===== src/rtl/seq_magnitude_comparator.sv =====
// Purpose : multi-cycle WIDTH-bit magnitude comparator, one DIGIT-bit slice per
//           clock from the MSB slice down, unsigned or two's complement.
// Latency : done is high k cycles after the accept edge, where k is the
//           number of slices examined (1..NDIG). No idle cycle is needed
//           between operations.
// Backpressure: none. start is ignored while busy and accepted in IDLE or DONE.
//           Results hold until the next accept or reset.
// Ports:
//   clk, rst_n        clock, synchronous active-low reset
//   start             request; a, b and signed_mode are latched when it is accepted
//   signed_mode       1 = operands are two's complement
//   a, b              WIDTH-bit operands
//   busy              high while slices are being compared
//   done              one-cycle pulse when the result is final
//   gt, lt, eq        one-hot result, held after done
//   ndig_used         number of slices examined for the last result
//   max_o, min_o      larger and smaller operand (only with MAG_CMP_MINMAX_EN)
// Configuration macro: MAG_CMP_MINMAX_EN adds the max_o/min_o outputs.
module seq_magnitude_comparator #(
  parameter  int WIDTH = 16,
  parameter  int DIGIT = 4,
  localparam int NDIG  = WIDTH / DIGIT,
  localparam int NW    = $clog2(NDIG) + 1
) (
  input  logic             clk,
  input  logic             rst_n,
  input  logic             start,
  input  logic             signed_mode,
  input  logic [WIDTH-1:0] a,
  input  logic [WIDTH-1:0] b,
  output logic             busy,
  output logic             done,
  output logic             gt,
  output logic             lt,
  output logic             eq,
  output logic [NW-1:0]    ndig_used
`ifdef MAG_CMP_MINMAX_EN
  ,
  output logic [WIDTH-1:0] max_o,
  output logic [WIDTH-1:0] min_o
`endif
);

  // Slice index needs at least one bit even for the single-slice case.
  localparam int IW = (NDIG > 1) ? $clog2(NDIG) : 1;
  localparam logic [IW-1:0] TOP_IDX = IW'(NDIG - 1);

  typedef enum logic [1:0] {
    IDLE = 2'd0,
    CMP  = 2'd1,
    DONE = 2'd2
  } state_t;

  state_t           state;
  state_t           state_nxt;

  logic [WIDTH-1:0] a_q;
  logic [WIDTH-1:0] b_q;
  logic             sm_q;
  logic [IW-1:0]    idx;

  logic [WIDTH-1:0] a_sh;
  logic [WIDTH-1:0] b_sh;
  logic [DIGIT-1:0] slice_a;
  logic [DIGIT-1:0] slice_b;
  logic             slice_gt;
  logic             slice_lt;
  logic             last_slice;
  logic             decide;
  logic             accept;

  // Current slice of each latched operand. For signed operands the sign bit
  // lives in the top slice; flipping it maps two's complement ordering onto
  // unsigned ordering, so a plain unsigned compare works for every slice.
  always_comb begin
    a_sh    = a_q >> (int'(idx) * DIGIT);
    b_sh    = b_q >> (int'(idx) * DIGIT);
    slice_a = a_sh[DIGIT-1:0];
    slice_b = b_sh[DIGIT-1:0];
    if (sm_q && (idx == TOP_IDX)) begin
      slice_a[DIGIT-1] = ~slice_a[DIGIT-1];
      slice_b[DIGIT-1] = ~slice_b[DIGIT-1];
    end
    slice_gt   = (slice_a > slice_b);
    slice_lt   = (slice_a < slice_b);
    last_slice = (idx == '0);
  end

  assign decide = (state == CMP) && (slice_gt || slice_lt || last_slice);
  assign accept = start && ((state == IDLE) || (state == DONE));

  // State register
  always_ff @(posedge clk) begin
    if (!rst_n) begin
      state <= IDLE;
    end else begin
      state <= state_nxt;
    end
  end

  // Next-state logic
  always_comb begin
    state_nxt = state;
    case (state)
      IDLE:    if (start) state_nxt = CMP;
      CMP:     if (decide) state_nxt = DONE;
      DONE:    state_nxt = start ? CMP : IDLE;
      default: state_nxt = IDLE;
    endcase
  end

  assign busy = (state == CMP);
  assign done = (state == DONE);

  // Operand capture, slice walk and result registers
  always_ff @(posedge clk) begin
    if (!rst_n) begin
      a_q       <= '0;
      b_q       <= '0;
      sm_q      <= 1'b0;
      idx       <= '0;
      gt        <= 1'b0;
      lt        <= 1'b0;
      eq        <= 1'b0;
      ndig_used <= '0;
    end else if (accept) begin
      a_q       <= a;
      b_q       <= b;
      sm_q      <= signed_mode;
      idx       <= TOP_IDX;
      gt        <= 1'b0;
      lt        <= 1'b0;
      eq        <= 1'b0;
      ndig_used <= '0;
    end else if (state == CMP) begin
      ndig_used <= ndig_used + NW'(1);
      if (slice_gt) begin
        gt <= 1'b1;
      end else if (slice_lt) begin
        lt <= 1'b1;
      end else if (last_slice) begin
        eq <= 1'b1;
      end else begin
        idx <= idx - IW'(1);
      end
    end
  end

`ifdef MAG_CMP_MINMAX_EN
  // Registered alongside gt/lt/eq; on equality both report the latched a.
  always_ff @(posedge clk) begin
    if (!rst_n) begin
      max_o <= '0;
      min_o <= '0;
    end else if (accept) begin
      max_o <= '0;
      min_o <= '0;
    end else if (decide) begin
      if (slice_lt) begin
        max_o <= b_q;
        min_o <= a_q;
      end else begin
        max_o <= a_q;
        min_o <= b_q;
      end
    end
  end
`endif

endmodule


===== config.mk =====
export PLATFORM = sky130hd
export DESIGN_NAME = seq_magnitude_comparator
export DESIGN_NICKNAME = d
export VERILOG_FILES = /design/src/rtl/seq_magnitude_comparator.sv
export SDC_FILE = /design/constraint.sdc
export NUM_CORES = 1
export LEC_CHECK = 0
export BUFFER_PORTS_ARGS = -buffer_cell sky130_fd_sc_hd__buf_2
export CORE_MARGIN = 1.5
export CORE_UTILIZATION = 45
export CTS_CLUSTER_DIAMETER = 150
export DETAILED_ROUTE_END_ITERATION = 7
export PLACE_DENSITY = 0.69
export SLEW_MARGIN = 20
export SYNTH_ARGS = -nofsm -noshare
export SYNTH_HDL_FRONTEND = slang
export SYNTH_SLANG_ARGS = --single-unit
export TNS_END_PERCENT = 50

===== constraint.sdc =====
create_clock -name clk -period 4.3 [get_ports clk]
set_input_delay 0.215 -clock clk [delete_from_list [all_inputs] [get_ports clk]]
set_output_delay 0.215 -clock clk [all_outputs]
set_load 0.05 [all_outputs]

==> results of run 1 <==
## worst paths after layout
kind | start | endpoint
max reg2reg | idx[0] | idx[1]
max | idx[0] | idx[1]
min | b[3] | b_q[3]
min reg2reg | gt | gt
## power by group through the flow
stage	sequential, mW	combinational (mW)	clock (mW)
after floorplan	0.448	0.116	0
after CTS	0.445	0.153	0.257
after global placement	0.453	0.148	0
after global routing	0.449	0.172	0.276
final	0.444	0.152	0.249
after detailed placement	0.454	0.152	0
## worst min-delay path, cell delays in order
cell,delay [ns]
sky130_fd_sc_hd__buf_2,0.09
sky130_fd_sc_hd__nand2_1,0.05
sky130_fd_sc_hd__a21oi_1,0.05
## cell usage after synthesis
cell                        instances
sky130_fd_sc_hd__o211a_1            1
sky130_fd_sc_hd__clkinv_1           1
sky130_fd_sc_hd__inv_1              7
sky130_fd_sc_hd__o311ai_4           1
sky130_fd_sc_hd__a21oi_1           37
sky130_fd_sc_hd__o21ba_2            1
sky130_fd_sc_hd__o21ai_0            1
sky130_fd_sc_hd__a21o_1             1
sky130_fd_sc_hd__ha_1               7
sky130_fd_sc_hd__dfxtp_1           43
sky130_fd_sc_hd__nor2b_1            5
sky130_fd_sc_hd__nor2_1             4
sky130_fd_sc_hd__xnor2_1            3
sky130_fd_sc_hd__and3_2             1
sky130_fd_sc_hd__xor2_1             2
sky130_fd_sc_hd__o2111ai_1          1
sky130_fd_sc_hd__nand2_1           70
sky130_fd_sc_hd__mux4_2             8
sky130_fd_sc_hd__clkbuf_1           9
sky130_fd_sc_hd__nand2b_1           1
sky130_fd_sc_hd__nor3b_1            2
sky130_fd_sc_hd__mux2i_1            1
sky130_fd_sc_hd__buf_2              5
sky130_fd_sc_hd__a311oi_1           1
sky130_fd_sc_hd__and4_2             1
## flip-flops by register name, indices dropped and copies added, names as in the netlist
register / cells
eq: 1
state: 2
lt: 1
b_q: 16
gt: 1
a_q: 16
ndig_used: 3
idx: 2
sm_q: 1
## cell families after synthesis
kind of cell    after synthesis  synth area share
compound gates               44             0.139
flops                        43             0.458
fa+ha+maj                     7            0.0466
xor+xnor                      5            0.0233
simple gates                 84             0.185
mux                           9             0.101
buf+inv                      22            0.0472
## metal layers
| metal | global-route usage | up-vias | wire length [microns] |
|---|---|---|---|
| met5 | 0 | - | 0 |
| met4 | 0.0612 | 0 | 52 |
| met3 | 0.0500 | 7 | 183 |
| met2 | 0.304 | 38 | 1720 |
| met1 | 0.255 | 684 | 1790 |
| li1 | - | 785 | - |
## cell type report
cell class	count	share of cell area
Clock buffer	5	0.0312
Clock inverter	3	0.00909
Inverter	8	0.0136
Multi-Input combinational cell	149	0.426
Sequential cell	43	0.391
Tap cell	50	0.0284
Timing Repair Buffer	44	0.101
==> out/results.ini, run 1 <==
[setup_path]
max_stage_delay_ns=0.69
cp_top_family=compound AO/OA/AOI/OAI gates
cp.required_ns=4.47
crit_type=reg2reg
worst-path-max-fanout=10
ff2ff_setup_slack_ns=1.44
reg2regPathDepth=7
timing.critical_path.arrival_ns=3.03
slowest_stage=sky130_fd_sc_hd__dfxtp_1
cp-end-kind=flop
crit_path_start_kind=flop
crit_chain=mux4_2 -> xnor2_1 -> ha_1 -> a21o_1 -> o311ai_4 -> nor2_1 -> a311oi_1
worst_path_bufs_invs=0
critical_path_cell_count=7

[drt]
detailedRoute.firstIterationViolations=45
post-route-drc-count=0
route.vias.total=1514
drt.antenna.violating_nets=0
detail_route.wl_per_cell_microns=12.4
drt-pass1-iter-count=4
via_per_inst=5.01
totalWireLength_mm=3.75

[final_layout]
layout-drive-gt1-share=0.258
final_cell_count_no_fill=302
nets=294
sequential_cell_area_sq_um=861
mostFrequentLayoutCell=sky130_fd_sc_hd__nand2_1
final_core_util=0.551
area_growth_syn_to_layout_pct=17.2
final.fill_count=394
multi_input_comb_area_sq_um=938
most-common-layout-cells=sky130_fd_sc_hd__nand2_1 (70), sky130_fd_sc_hd__dfxtp_1 (43), sky130_fd_sc_hd__buf_2 (43), sky130_fd_sc_hd__a21oi_1 (37), sky130_fd_sc_hd__mux4_2 (8)
finished_cell_area_sq_um=2200
n_antenna_cell=0

[sta]
layout_setup_ws_ns=1.44
pins_over_their_slew_limit=0
slew_hr=0.345
max_freq_mhz=350
setup-violations-final=0
period_minus_slack_ns=2.86
final_number_of_hold_violating_endpoints=0
fin_tns_setup_ns=0
worst_pin_slew_ns=0.977
rsz0062_at_grt=false
fin_hold_ws_ns=0.144
timing.final.crit_share=0.665
maximum_clock_skew_at_final_layout_ns=0.00650

[clocking]
cts.hold.buffers_added=0
cts_repair_resize_count=0
total_clock_buffers_created_by_cts=5
cts_tree=built
clk_latency_ns=0.30
cts_setup_buffers=0
cts-root-to-sink-buffers=2
clock_transition_time_at_the_flip_flop_clock_pins_of_the_worst_setup_and_hold_paths_ns=0.08
cts_root_buffer=sky130_fd_sc_hd__clkbuf_8
cts_htree_levels=2
cts.sink_count=43

[die]
die_w_microns=67.6
fp.dieH_microns=67.6
core_sq_um=4000
floorplan.die_area_sq_um=4580
initial_core_util=0.470
io_pins=44
core.rowCount=23

[placement]
numPortBuffers=43
place.detailed.instances=294
globalplace.congestion=0.701
pre_cts_ws_ns=1.45
half_perimeter_wire_length_after_placement_mm=2.54
placed_cell_area_sq_um=2110

[pwr]
pwr-share-clk=0.295
cell_internal_pwr_uw=603
cellLeakagePower_nw=0.918
net_switching_share_of_the_total_power=0.287
switching_power_uw=243
peak_supply_drop_mv=0.222
pwr-share-comb=0.179
total_power_uw=846
power.density_cell_area_nw_per_um2=384
p_seq_frac=0.526

[global_routing]
gr-usage-all-layers=0.192
grt_start_max_net_pins=39
grt.overflow.total=0
antenna_found_initial=0
number_of_global_route_vias_before_repair=1438
grt_first_pass_wirelength_mm=6.53

[synth]
mappedNetlistNets=257
synthesis.area_sq_um=1880
synth-seq-cells=43
yosysTopAreaCellShare=0.458
number_of_warnings_printed_during_yosys_synthesis=0
synthDominantAreaCellType=sky130_fd_sc_hd__dfxtp_1
yosysSeqAreaShare=0.458
post_synth.cell_area_avg_sq_um=8.79
synth.top_cells.by_area=sky130_fd_sc_hd__dfxtp_1 (46%), sky130_fd_sc_hd__nand2_1 (14%), sky130_fd_sc_hd__a21oi_1 (9.8%)
netlist_instances=214
yosysUniqueCellTypes=25

[hold_path]
holdCritPathClass=in2reg
worstHoldPathCells=3

[run]
drv_cap=0

[status]
status=completed

No activity file was read; power rests on OpenSTA's default activity.
==> inputs of run 2 (changes only) <==
clock period = 2.65 ns   (was 4.3 ns; I/O delays follow)
==> out/results.ini, run 2 (synthesis results as in run 1) <==
[final_layout]
n_antenna_cell=0
nets=298
most-common-layout-cells=sky130_fd_sc_hd__nand2_1 (70), sky130_fd_sc_hd__dfxtp_1 (43), sky130_fd_sc_hd__buf_2 (43), sky130_fd_sc_hd__a21oi_1 (37), sky130_fd_sc_hd__mux4_2 (8)
largestRegisters=a_q (16), b_q (16), ndig_used (3)
finished_cell_area_sq_um=2260
final_cell_count_no_fill=306
area_growth_syn_to_layout_pct=20.0
layout-drive-gt1-share=0.270
mostFrequentLayoutCell=sky130_fd_sc_hd__nand2_1
final_core_util=0.564

[pwr]
peak_supply_drop_mv=0.293
total_power_mw=1.49
cellLeakagePower_nw=0.955
power.density_cell_area_nw_per_um2=660

[status]
status=completed

[drt]
route.vias.total=1536
drt-pass1-iter-count=4
drt.antenna.violating_nets=0
via_per_inst=5.02
totalWireLength_mm=3.73
detail_route.wl_per_cell_microns=12.2
detailedRoute.firstIterationViolations=55
post-route-drc-count=0

[sta]
final_number_of_hold_violating_endpoints=0
slew_hr=0.581
rsz0062_at_grt=false
max_freq_mhz=404
period_minus_slack_ns=2.48
layout_setup_ws_ns=0.173
maximum_clock_skew_at_final_layout_ns=0.00330
fin_hold_ws_ns=0.0702
pins_over_their_slew_limit=0
fin_tns_setup_ns=0
setup-violations-final=0
timing.final.crit_share=0.935
worst_pin_slew_ns=0.626

[run]
drv_cap=0

[die]
floorplan.die_area_sq_um=4580
initial_core_util=0.470
fp.dieH_microns=67.6
die_w_microns=67.6
io_pins=44
core.rowCount=23
core_sq_um=4000

[global_routing]
grt_first_pass_wirelength_mm=6.30
antenna_found_initial=0
number_of_global_route_vias_before_repair=1425
gr-usage-all-layers=0.188
grt.overflow.total=0
grt_start_max_net_pins=33

[setup_path]
timing.critical_path.arrival_ns=2.68
cp.required_ns=2.85
ff2ff_setup_slack_ns=0.17
worstReg2RegEnd=idx[1]
cp-end-kind=flop
critical_path_cell_count=7
r2r_start=idx[0]
crit_chain=mux4_2 -> xnor2_1 -> ha_1 -> a21o_1 -> o311ai_4 -> nor2_1 -> a311oi_1
worst-path-max-fanout=5
cp_top_family=compound AO/OA/AOI/OAI gates
crit_type=reg2reg
crit_path_start_kind=flop
crit_path_start=idx[0]
reg2regPathDepth=7
max_stage_delay_ns=0.54
slowest_stage=sky130_fd_sc_hd__mux4_2
worst_path_bufs_invs=0
critical_path.endpoint=idx[1]

[clocking]
cts_root_buffer=sky130_fd_sc_hd__clkbuf_8
cts_tree=built
cts_setup_buffers=0
cts.hold.buffers_added=0
cts-root-to-sink-buffers=2
clk_latency_ns=0.29
clock_transition_time_at_the_flip_flop_clock_pins_of_the_worst_setup_and_hold_paths_ns=0.08
total_clock_buffers_created_by_cts=5
cts_htree_levels=2
cts_repair_resize_count=0
cts.sink_count=43

[placement]
globalplace.congestion=0.799
place.detailed.instances=298
pre_cts_ws_ns=0.176
placed_cell_area_sq_um=2140
numPortBuffers=43
half_perimeter_wire_length_after_placement_mm=2.77

[hold_path]
holdCritPathClass=in2reg

==> run 2: cell count changes in the layout (fill, tap and decap cells not counted), sizes merged <==
cell	before	now
buf	44	48
clkinvlp	2	0
bufinv	0	1
clkbuf	5	6
==> run 2: worst min-delay path by stage <==
stage	startpoint	endpoint	slack [ns]	depth (start not counted)
final	a[10]	a_q[10]	0.07	3
after global placement	b[8]	b_q[8]	0.38	3
after detailed placement	b[14]	b_q[14]	0.38	3
after floorplan	a[0]	a_q[0]	0.27	2
after global routing	a[6]	a_q[6]	0.07	3
after CTS	b[14]	b_q[14]	0.06	3
==> run 2: routing by layer <==
metal / GRT usage / part of all wire / up-vias
li1: - / - / 789
met1: 0.228 / 0.46 / 697
met2: 0.314 / 0.46 / 41
met3: 0.0450 / 0.054 / 9
met4: 0.0842 / 0.023 / 0
met5: 0 / 0 / -
==> run 2: final cells by class <==
class                           instances  area, sq um
Fill cell                             394         1740
Multi-Input combinational cell        149          933
Sequential cell                        43          861
Timing Repair Buffer                   48          253
Clock buffer                            6         82.6
Tap cell                               50         62.6
Clock inverter                          2         35.0
Inverter                                8         30.0
==> run 2: worst register-to-register path, stage by stage (launching register included) <==
cell                       delay, ns
sky130_fd_sc_hd__dfxtp_1        0.44
sky130_fd_sc_hd__mux4_2         0.54
sky130_fd_sc_hd__xnor2_1        0.14
sky130_fd_sc_hd__ha_1           0.32
sky130_fd_sc_hd__a21o_1         0.25
sky130_fd_sc_hd__o311ai_4       0.37
sky130_fd_sc_hd__nor2_1         0.09
sky130_fd_sc_hd__a311oi_1       0.24
==> run 2: power breakdown <==
part | internal [mW] | switching, mW
sequential | 0.686 | 0.0265
combinational | 0.114 | 0.146
clock | 0.305 | 0.213
==> inputs of run 3 (changes only) <==
HOLD_SLACK_MARGIN = 0.08   (was unset)
==> out/results.ini, run 3 (synthesis results as in run 1) <==
[pwr]
net_switching_share_of_the_total_power=0.260
pwr-share-comb=0.191
power.density_cell_area_nw_per_um2=605
cellLeakagePower_nw=1.07
pwr-share-clk=0.343
switching_power_uw=397
cell_internal_pwr_mw=1.13
p_seq_frac=0.466
peak_supply_drop_mv=0.308

[die]
core.rowCount=23
initial_core_util=0.470
floorplan.die_area_sq_um=4580
core_sq_um=4000
die_w_microns=67.6
io_pins=44
fp.dieH_microns=67.6

[sta]
maximum_clock_skew_at_final_layout_ns=0.00121
period_minus_slack_ns=2.47
fin_tns_setup_ns=0
pins_over_their_slew_limit=0
max_freq_mhz=404
timing.final.crit_share=0.933
slew_hr=0.572
final_number_of_hold_violating_endpoints=0
worst_pin_slew_ns=0.639
setup-violations-final=0
rsz0062_at_grt=false

[final_layout]
final_cell_count_no_fill=333
final.fill_count=358
multi_input_comb_area_sq_um=933
n_antenna_cell=0
mostFrequentLayoutCell=sky130_fd_sc_hd__nand2_1
most-common-layout-cells=sky130_fd_sc_hd__nand2_1 (70), sky130_fd_sc_hd__dfxtp_1 (43), sky130_fd_sc_hd__buf_2 (43), sky130_fd_sc_hd__a21oi_1 (37), sky130_fd_sc_hd__dlygate4sd3_1 (27)
sequential_cell_area_sq_um=861
layout-drive-gt1-share=0.244
nets=325
largestRegisters=a_q (16), b_q (16), ndig_used (3)
area_growth_syn_to_layout_pct=34.4

[global_routing]
gr-usage-all-layers=0.209
grt_start_max_net_pins=33
number_of_global_route_vias_before_repair=1617
grt_util_met1=0.237
global_route.peak_usage_layer=met2
grt_first_pass_wirelength_mm=7.00
antenna_found_initial=0
grt.overflow.total=0
global_routing_met2_resource_utilization=0.373
gr-usage-met3=0.0467

[setup_path]
slowest_stage=sky130_fd_sc_hd__mux4_2
max_stage_delay_ns=0.54
worst-path-max-fanout=5
timing.critical_path.arrival_ns=2.68
cp-end-kind=flop
r2r_start=idx[0]
crit_chain=mux4_2 -> xnor2_1 -> ha_1 -> a21o_1 -> o311ai_4 -> nor2_1 -> a311oi_1
cp.required_ns=2.85
worst_path_bufs_invs=0
crit_path_start_kind=flop
crit_path_start=idx[0]
crit_type=reg2reg
cp_top_family=compound AO/OA/AOI/OAI gates

[drt]
detail_route.wl_per_cell_microns=12.3
post-route-drc-count=0
route.vias.total=1663
drt.antenna.violating_nets=0
drt-pass1-iter-count=5
via_per_inst=4.99
totalWireLength_mm=4.09
detailedRoute.firstIterationViolations=40

[hold_path]
hold_path_startpoint=a[8]
holdCritPathClass=in2reg

[clocking]
clock_transition_time_at_the_flip_flop_clock_pins_of_the_worst_setup_and_hold_paths_ns=0.08
cts_tree=built
cts.sink_count=43
total_clock_buffers_created_by_cts=5
cts_repair_resize_count=0
cts_htree_levels=2
cts-root-to-sink-buffers=2
cts_root_buffer=sky130_fd_sc_hd__clkbuf_8
clk_latency_ns=0.29

[placement]
place.detailed.instances=298
globalplace.congestion=0.799
half_perimeter_wire_length_after_placement_mm=2.77
numPortBuffers=43

[status]
status=completed

[run]
drv_cap=0

==> run 3: cell types whose count changed in the layout (fill, tap and decap cells not counted) <==
cell                            previous run  this run
sky130_fd_sc_hd__dlygate4sd3_1             0        27
==> run 3: cell type report <==
class,count,share of cell area
flip-flops and latches,43,0.341
clock inverters,2,0.0139
multi-input cells,149,0.369
inverters,8,0.0119
repair buffers,75,0.207
well taps,50,0.0248
clock buffers,6,0.0327
==> run 3: per-stage QoR <==
step	worst slack (ns)	hold WS, ns	power [mW]	utilization	cell area [sq um]
2_1_floorplan	0.179	0.268	0.915	-	1880
3_3_place_gp	0.236	0.375	0.983	0.535	2140
3_5_place_dp	0.176	0.379	0.988	0.535	2140
4_1_cts	0.151	0.0808	1.54	0.632	2530
5_1_grt	0.0116	0.0867	1.60	0.632	2530
6_report	0.177	0.0884	1.53	0.632	2530
==> run 3: power groups by stage <==
stage	Sequential (mW)	Combinational (mW)	Clock (mW)
6_report	0.712	0.292	0.523
5_1_grt	0.718	0.326	0.561
4_1_cts	0.713	0.292	0.534
3_5_place_dp	0.728	0.261	0
3_3_place_gp	0.727	0.256	0
2_1_floorplan	0.727	0.188	0
==> run 3: worst paths after layout <==
kind,endpoint,slack [ns],depth (start not counted)
setup / recovery,idx[1],0.18,7
hold / removal,a_q[8],0.09,3
setup reg to reg,idx[1],0.18,7
hold reg to reg,gt,0.44,2
==> run 3: tightest hold or removal path: stages <==
cell and delay (ns):
sky130_fd_sc_hd__buf_2 0.10, sky130_fd_sc_hd__nand2_1 0.05, sky130_fd_sc_hd__a21oi_1 0.05
==> run 3: metal layers <==
layer,up-vias,routed length [microns]
met5,-,0
met1,770,1850
li1,842,-
met4,0,99
met2,40,2000
met3,11,145
==> run 3: timing repair <==
item / CTS / global route
buffers inserted: 0 / 0
hold buffers: 27 / 0
hold endpoints to repair: 27 / 0
